**config.mk**
```make
export PLATFORM = sky130hd
export DESIGN_NAME = sm_ramp_ctrl
export DESIGN_NICKNAME = d
export VERILOG_FILES = /design/src/rtl/sm_pkg.sv /design/src/rtl/sm_step_edge.sv /design/src/rtl/sm_ramp_ctrl.sv
export SDC_FILE = /design/constraint.sdc
export NUM_CORES = 1
export LEC_CHECK = 0
export CORE_MARGIN = 5
export CORE_UTILIZATION = 50
export CTS_CLUSTER_DIAMETER = 40
export CTS_CLUSTER_SIZE = 28
export DETAILED_ROUTE_END_ITERATION = 10
export PLACE_DENSITY = 0.7
export SYNTH_ARGS = -nofsm -noshare
export SYNTH_HDL_FRONTEND = slang
export SYNTH_SLANG_ARGS = --single-unit
export TNS_END_PERCENT = 10
```
**constraint.sdc**
```tcl
create_clock -name clk -period 4.5 [get_ports clk]
set_input_delay 0.9 -clock clk [delete_from_list [all_inputs] [get_ports clk]]
set_output_delay 0.9 -clock clk [all_outputs]
set_load 0.02 [all_outputs]
```
**src/rtl/sm_pkg.sv**
```systemverilog
// sm_pkg: shared definitions for the stepper-motor ramp controller and the
// downstream pulse stage it feeds (state encodings, default ramp parameters,
// pulse-stage timing constants).
package sm_pkg;

  // One-hot controller states; a single set bit identifies the state.
  typedef enum logic [4:0] {
    IDLE   = 5'b00001,
    ACCEL  = 5'b00010,
    CRUISE = 5'b00100,
    DECEL  = 5'b01000,
    STOP   = 5'b10000
  } sm_state_e;

  // Default ramp controller parameters (periods in clk cycles).
  localparam int SM_SIZE_DEF    = 16;
  localparam int SM_P_START_DEF = 1000;
  localparam int SM_P_MIN_DEF   = 100;
  localparam int SM_P_DEC_DEF   = 10;

  // Pulse stage constants, 50 MHz system clock.
  localparam int SM_CLK_HZ         = 50_000_000;
  localparam int SM_PULSE_HIGH_CYC = 100;  // 2 us step pulse high time
  localparam int SM_DIR_SETUP_CYC  = 25;   // 500 ns direction setup before a pulse

endpackage

```
**src/rtl/sm_step_edge.sv**
```systemverilog
// sm_step_edge: rising-edge detector for the step pulse fed back from the
// pulse stage. step_evt is high for the one cycle in which drv_step is high
// and its registered previous value is low.
module sm_step_edge (
  input  logic clk,
  input  logic rst,
  input  logic drv_step,
  output logic step_evt
);

  logic prev_q;

  // Remember last cycle's drv_step level.
  always_ff @(posedge clk) begin
    if (rst) begin
      prev_q <= 1'b0;
    end else begin
      prev_q <= drv_step;
    end
  end

  assign step_evt = drv_step & ~prev_q;

endmodule

```
**src/rtl/sm_ramp_ctrl.sv**
```systemverilog
// sm_ramp_ctrl: trapezoidal speed ramp for a stepper motor. Accepts a move
// command (step count + direction), then hands a period n to the downstream
// pulse stage, shortening it on every step while accelerating, holding it
// while cruising, and lengthening it again so the motor is back at the start
// period when the last step is issued.
//
// Optional build macro: SM_RAMP_ABORT_EN adds an abort input that turns an
// accelerating or cruising move into an immediate deceleration.
//
// Command handshake: a command is taken on a clk edge where cmd_valid and
// cmd_ready are both high. cmd_ready is high exactly while the FSM is in
// IDLE; cmd_valid seen while cmd_ready is low is dropped, not held, so the
// sender must re-present the command once cmd_ready returns.
module sm_ramp_ctrl
  import sm_pkg::*;
#(
  parameter int SIZE    = SM_SIZE_DEF,
  parameter int P_START = SM_P_START_DEF,
  parameter int P_MIN   = SM_P_MIN_DEF,
  parameter int P_DEC   = SM_P_DEC_DEF
) (
  input  logic            clk,
  input  logic            rst,
  input  logic            cmd_valid,
  output logic            cmd_ready,
  input  logic [SIZE-1:0] cmd_steps,
  input  logic            cmd_dir,
  input  logic            drv_step,
`ifdef SM_RAMP_ABORT_EN
  input  logic            abort,
`endif
  output logic [SIZE-1:0] n,
  output logic            d_v,
  output logic            drv_en_SM,
  output logic            drv_dir,
  output logic            done
);

  localparam logic [SIZE-1:0] START_W = SIZE'(P_START);
  localparam logic [SIZE-1:0] MIN_W   = SIZE'(P_MIN);
  localparam logic [SIZE-1:0] DEC_W   = SIZE'(P_DEC);
  localparam logic [SIZE-1:0] ONE_W   = SIZE'(1);
  // Smallest n from which a full P_DEC can be subtracted without going below P_MIN.
  localparam logic [SIZE:0]   DEC_FLOOR = {1'b0, MIN_W} + {1'b0, DEC_W};

  sm_state_e       state_q;
  logic [SIZE-1:0] n_q;
  logic            d_v_q;
  logic            en_q;
  logic            dir_q;
  logic            done_q;
  logic [SIZE-1:0] steps_left_q;
  logic [SIZE-1:0] accel_cnt_q;

  logic            step_evt;
  logic [SIZE:0]   inc_sum;
  logic [SIZE-1:0] n_dec_d;
  logic [SIZE-1:0] n_inc_d;
  logic [SIZE-1:0] steps_dec_d;
  logic [SIZE-1:0] acc_inc_d;

  sm_step_edge u_step_edge (
    .clk      (clk),
    .rst      (rst),
    .drv_step (drv_step),
    .step_evt (step_evt)
  );

  // Saturating candidate values used by the FSM on a step event.
  always_comb begin
    inc_sum     = {1'b0, n_q} + {1'b0, DEC_W};
    n_dec_d     = ({1'b0, n_q} >= DEC_FLOOR) ? (n_q - DEC_W) : MIN_W;
    n_inc_d     = (inc_sum >= {1'b0, START_W}) ? START_W : inc_sum[SIZE-1:0];
    steps_dec_d = (steps_left_q != '0) ? (steps_left_q - ONE_W) : '0;
    acc_inc_d   = (&accel_cnt_q) ? accel_cnt_q : (accel_cnt_q + ONE_W);
  end

`ifdef SM_RAMP_ABORT_EN
  logic [SIZE-1:0] cur_left_d;
  logic [SIZE-1:0] cur_acc_d;
  logic [SIZE-1:0] abort_left_d;

  // Steps still needed after an abort: as many as were spent accelerating,
  // but never more than the move had left anyway.
  always_comb begin
    cur_left_d   = step_evt ? steps_dec_d : steps_left_q;
    cur_acc_d    = (step_evt && (state_q == ACCEL)) ? acc_inc_d : accel_cnt_q;
    abort_left_d = (cur_acc_d < cur_left_d) ? cur_acc_d : cur_left_d;
  end
`endif

  // Ramp FSM with registered outputs; d_v and done default low so they pulse.
  always_ff @(posedge clk) begin
    if (rst) begin
      state_q      <= IDLE;
      n_q          <= START_W;
      d_v_q        <= 1'b0;
      en_q         <= 1'b0;
      dir_q        <= 1'b0;
      done_q       <= 1'b0;
      steps_left_q <= '0;
      accel_cnt_q  <= '0;
    end else begin
      d_v_q  <= 1'b0;
      done_q <= 1'b0;
      case (state_q)
        IDLE: begin
          if (cmd_valid) begin
            if (cmd_steps != '0) begin
              steps_left_q <= cmd_steps;
              accel_cnt_q  <= '0;
              dir_q        <= cmd_dir;
              n_q          <= START_W;
              d_v_q        <= 1'b1;
              en_q         <= 1'b1;
              state_q      <= ACCEL;
            end else begin
              // Empty move: report completion without ever enabling the driver.
              done_q <= 1'b1;
            end
          end
        end
        ACCEL: begin
          if (step_evt) begin
            steps_left_q <= steps_dec_d;
            accel_cnt_q  <= acc_inc_d;
            n_q          <= n_dec_d;
            d_v_q        <= (n_dec_d != n_q);
            if (steps_dec_d == '0) begin
              state_q <= STOP;
              en_q    <= 1'b0;
              done_q  <= 1'b1;
            end else if (steps_dec_d <= acc_inc_d) begin
              // Only enough steps left to ramp back down: decel wins over cruise.
              state_q <= DECEL;
            end else if (n_dec_d == MIN_W) begin
              state_q <= CRUISE;
            end
          end
        end
        CRUISE: begin
          if (step_evt) begin
            steps_left_q <= steps_dec_d;
            if (steps_dec_d == '0) begin
              state_q <= STOP;
              en_q    <= 1'b0;
              done_q  <= 1'b1;
            end else if (steps_dec_d <= accel_cnt_q) begin
              state_q <= DECEL;
            end
          end
        end
        DECEL: begin
          if (step_evt) begin
            steps_left_q <= steps_dec_d;
            n_q          <= n_inc_d;
            d_v_q        <= (n_inc_d != n_q);
            if (steps_dec_d == '0) begin
              state_q <= STOP;
              en_q    <= 1'b0;
              done_q  <= 1'b1;
            end
          end
        end
        STOP: begin
          state_q <= IDLE;
        end
        default: begin
          state_q <= IDLE;
          en_q    <= 1'b0;
        end
      endcase
`ifdef SM_RAMP_ABORT_EN
      // Abort overrides the step handling above; it only acts while speeding up or cruising.
      if (abort && ((state_q == ACCEL) || (state_q == CRUISE))) begin
        if (abort_left_d == '0) begin
          state_q <= STOP;
          en_q    <= 1'b0;
          done_q  <= 1'b1;
        end else begin
          state_q      <= DECEL;
          steps_left_q <= abort_left_d;
        end
      end
`endif
    end
  end

  assign cmd_ready = (state_q == IDLE);
  assign n         = n_q;
  assign d_v       = d_v_q;
  assign drv_en_SM = en_q;
  assign drv_dir   = dir_q;
  assign done      = done_q;

endmodule

```
==> results.json <==
{
  "outcome": "complete, no violations",
  "post-place-ws_ps": 526.6,
  "pwr_density_cell_nw_per_um2": 323.5,
  "grt_pass1_vias": 4984,
  "intPower_w": 0.001131,
  "fmax_mhz": 244.8,
  "diodes": 0,
  "grt_max_degree": 33,
  "cp.required_ps": 4720,
  "vias_per_cell": 6.280,
  "grt_pass1_wl_um": 25650,
  "synth.distinct_cells": 69,
  "routed_wl_um": 15780,
  "fin_nets": 785,
  "setup_viol": 0,
  "clkTransAtPathRegs_ps": 80,
  "drtPass1Iterations": 6,
  "fp.dieH_um": 111.4,
  "hp-class": "reg -> reg",
  "seqPwrFrac": 0.319,
  "fin_worst_skew_ps": 11.87,
  "cts_num_sinks": 58,
  "drc": 0,
  "die_w_um": 111.4,
  "crit_family": "simple AND/OR/NAND/NOR gates",
  "end_kind": "flip-flop",
  "clockBufferDepth": 2,
  "peakVddDrop_v": 0.0001359,
  "vias": 5457,
  "io_buffers": 41,
  "overflow": 0,
  "start_util": 0.5052,
  "syn_inst": 708,
  "startpoint_type": "flip-flop",
  "sw_frac_of_total": 0.3991,
  "fp.coreArea_sq_um": 10180,
  "crit_chain": "inv_1 > ha_1 > nor3b_1 > nand4_1 > nor2_1 > buf_4 > nor2_1 > ha_1 > nand4_1 > nor2_1 > nand3_1 > o32ai_1 > a211oi_1 > a2111oi_0 > or2_2 > o22ai_1",
  "p_switching_w": 0.0007510,
  "leakagePower_nw": 2.091,
  "antenna_found_initial": 0,
  "crit_slowest_cell": "a2111oi_0",
  "hold_viol": 0,
  "cts_root_buffer": "clkbuf_8",
  "cts_htree_levels": 3,
  "rsz0062_at_grt": "no",
  "dp_hpwl_um": 11710,
  "dominantRegCellSynth": "dfxtp_1",
  "rows": 37,
  "relSlewSlack": 0.1717,
  "yosysWarnings": 0,
  "setup_slack_ps": 414.3,
  "ctsHoldBuffers": 0,
  "post_cts_resized": 0,
  "arrival_ps": 4310,
  "drtIter0Drc": 482,
  "area_growth_syn_to_layout_pct": 13.08,
  "track_usage": 0.2483,
  "crit_buf_inv": 2,
  "postRouteAntennaNets": 0,
  "synth-edff-count": 0,
  "timing.critical_path.mode_cell": "nor2_1",
  "path_class": "reg -> reg",
  "combinationalPowerShare": 0.409,
  "syn-num-nets": 765,
  "place_area_sq_um": 5614,
  "syn-cell-area_sq_um": 5145,
  "async_flop_share": 0,
  "clk_latency_ps": 360,
  "worstPathMaxFanout": 7,
  "finalSetupTns_ps": 0,
  "syn_avg_cell_area_sq_um": 7.267,
  "cts_setup_buffers": 0,
  "io_pins": 42,
  "post_drt_wl_per_cell_um": 18.16,
  "cts_buffers": 9,
  "p_clk_frac": 0.272,
  "dieArea_sq_um": 12420,
  "synth_seq_cells": 58,
  "max_stage_delay_ps": 490,
  "final_layout_size_suffix_gt1_frac": 0.06685,
  "worst_pin_slew_ps": 1243,
  "slew_viol_final": 0,
  "fin_area_sq_um": 5818,
  "yosysSeqAreaShare": 0.2257,
  "tritoncts": "built",
  "fin_crit_ps": 4086,
  "cap_violations": 0,
  "period_share": 0.9079,
  "gp_congestion": 0.9841
}
power by group through the flow:
stage	Combinational [W]	Sequential, W	Clock (W)
5_1_grt	0.000857	0.000607	0.000542
3_5_place_dp	0.000752	0.000611	0
6_report	0.000770	0.000601	0.000511
3_3_place_gp	0.000743	0.000609	0
4_1_cts	0.000760	0.000599	0.000516
2_1_floorplan	0.000569	0.000585	0
metrics by stage:
stage | power [W] | hold WS [ps] | std cells | util
finish | 0.001882 | 466.7 | 869 | 0.5713
global route | 0.002006 | 486.4 | 869 | 0.5713
CTS | 0.001875 | 466.4 | 869 | 0.5713
detailed placement | 0.001362 | 455.5 | 853 | 0.5512
global placement | 0.001352 | 443.3 | 853 | 0.5512
floorplan | 0.001154 | 453.7 | 708 | -
worst paths after layout:
kind	cells after the start	startpoint	end	slack [ps]
worst min register to register	2	drv_dir	drv_dir	470
worst max-delay path	16	steps_left_q[0]	state_q[3]	410
worst max register to register	16	steps_left_q[0]	state_q[3]	410
worst min-delay path	2	drv_dir	drv_dir	470
area by class of cell:
class                           instances  area [sq um]
Sequential cell                        58          1161
Clock buffer                           10         137.6
Fill cell                             943          4367
Tap cell                              136         170.2
Clock inverter                          6         66.31
Timing Repair Buffer                   51         480.5
Multi-Input combinational cell        579          3694
Inverter                               29         108.9
cells by family after synthesis:
group,count (synthesis),synth area share
flip-flops,58,0.2257
AO/OA/AOI/OAI,199,0.2597
adder cells (fa/ha/maj),36,0.08755
multiplexers,10,0.01994
AND/OR/NAND/NOR,303,0.2972
buffers and inverters,71,0.05715
XOR/XNOR,31,0.05277
metal layers:
metal | GRT usage | up-vias | wire (um)
li1 | - | 2678 | -
met1 | 0.3717 | 2517 | 7706
met2 | 0.3502 | 227 | 6416
met3 | 0.05598 | 35 | 1341
met4 | 0.07948 | 0 | 313
met5 | 0 | - | 0
flip-flops by register name (all words and copies together) (netlist names):
register,count
accel_cnt_q,16
n,16
steps_left_q,16
state_q,5
d_v,1
done,1
drv_dir,1
drv_en_SM,1
u_step_edge.prev_q,1
placed cells by master (no fill, tap or decap), types with 5 or more instances in the layout:
| cell | Yosys | final |
|---|---|---|
| nor2_1 | 89 | 89 |
| nand2_1 | 70 | 70 |
| dfxtp_1 | 58 | 58 |
| a21oi_1 | 47 | 46 |
| o21ai_0 | 40 | 40 |
| clkdlybuf4s50_1 | 0 | 40 |
| ha_1 | 36 | 36 |
| inv_1 | 29 | 29 |
| nor3_1 | 28 | 28 |
| xnor2_1 | 21 | 21 |
| nand3_1 | 17 | 17 |
| nand4_1 | 16 | 16 |
| nand2b_1 | 14 | 14 |
| o31ai_1 | 13 | 13 |
| a31oi_1 | 12 | 12 |
| a311oi_1 | 12 | 12 |
| nor4_1 | 11 | 11 |
| a211oi_1 | 11 | 11 |
| xor2_1 | 10 | 10 |
| clkbuf_8 | 0 | 10 |
| buf_4 | 2 | 10 |
| mux2i_1 | 8 | 8 |
| o211ai_1 | 8 | 8 |
| or3_1 | 7 | 7 |
| and3_1 | 7 | 7 |
| nor2b_1 | 7 | 7 |
| o2111ai_1 | 7 | 7 |
| or2_2 | 6 | 6 |
| o32ai_1 | 6 | 6 |
| o21bai_1 | 5 | 5 |
| o22ai_1 | 5 | 5 |
| o21a_1 | 5 | 5 |
| nor4b_1 | 5 | 5 |
synth_stat cells (4+ instances only):
cell type	n	share of area
a211oi_1	11	0.016
a21oi_1	47	0.046
a311oi_1	12	0.020
a31oi_1	12	0.015
and3_1	7	0.0085
buf_2	9	0.0088
clkbuf_1	27	0.020
dfxtp_1	58	0.23
ha_1	36	0.088
inv_1	29	0.021
mux2i_1	8	0.016
nand2_1	70	0.051
nand2b_1	14	0.017
nand3_1	17	0.017
nand3b_1	4	0.0058
nand4_1	16	0.019
nor2_1	89	0.065
nor2b_1	7	0.0085
nor3_1	28	0.027
nor4_1	11	0.013
nor4b_1	5	0.0085
o2111ai_1	7	0.012
o211ai_1	8	0.012
o21a_1	5	0.0073
o21ai_0	40	0.039
o21bai_1	5	0.0073
o22ai_1	5	0.0061
o31ai_1	13	0.019
o32ai_1	6	0.010
or2_2	6	0.0073
or3_1	7	0.0085
xnor2_1	21	0.036
xor2_1	10	0.017
worst register-to-register path: stages (launching register included):
cell and delay, ps:
dfxtp_1 360, inv_1 110, ha_1 250, nor3b_1 410, nand4_1 310, nor2_1 280, buf_4 190, nor2_1 90
ha_1 340, nand4_1 120, nor2_1 150, nand3_1 110, o32ai_1 380, a211oi_1 80, a2111oi_0 490, or2_2 230
o22ai_1 70
Power figures use the tool's default switching activity.
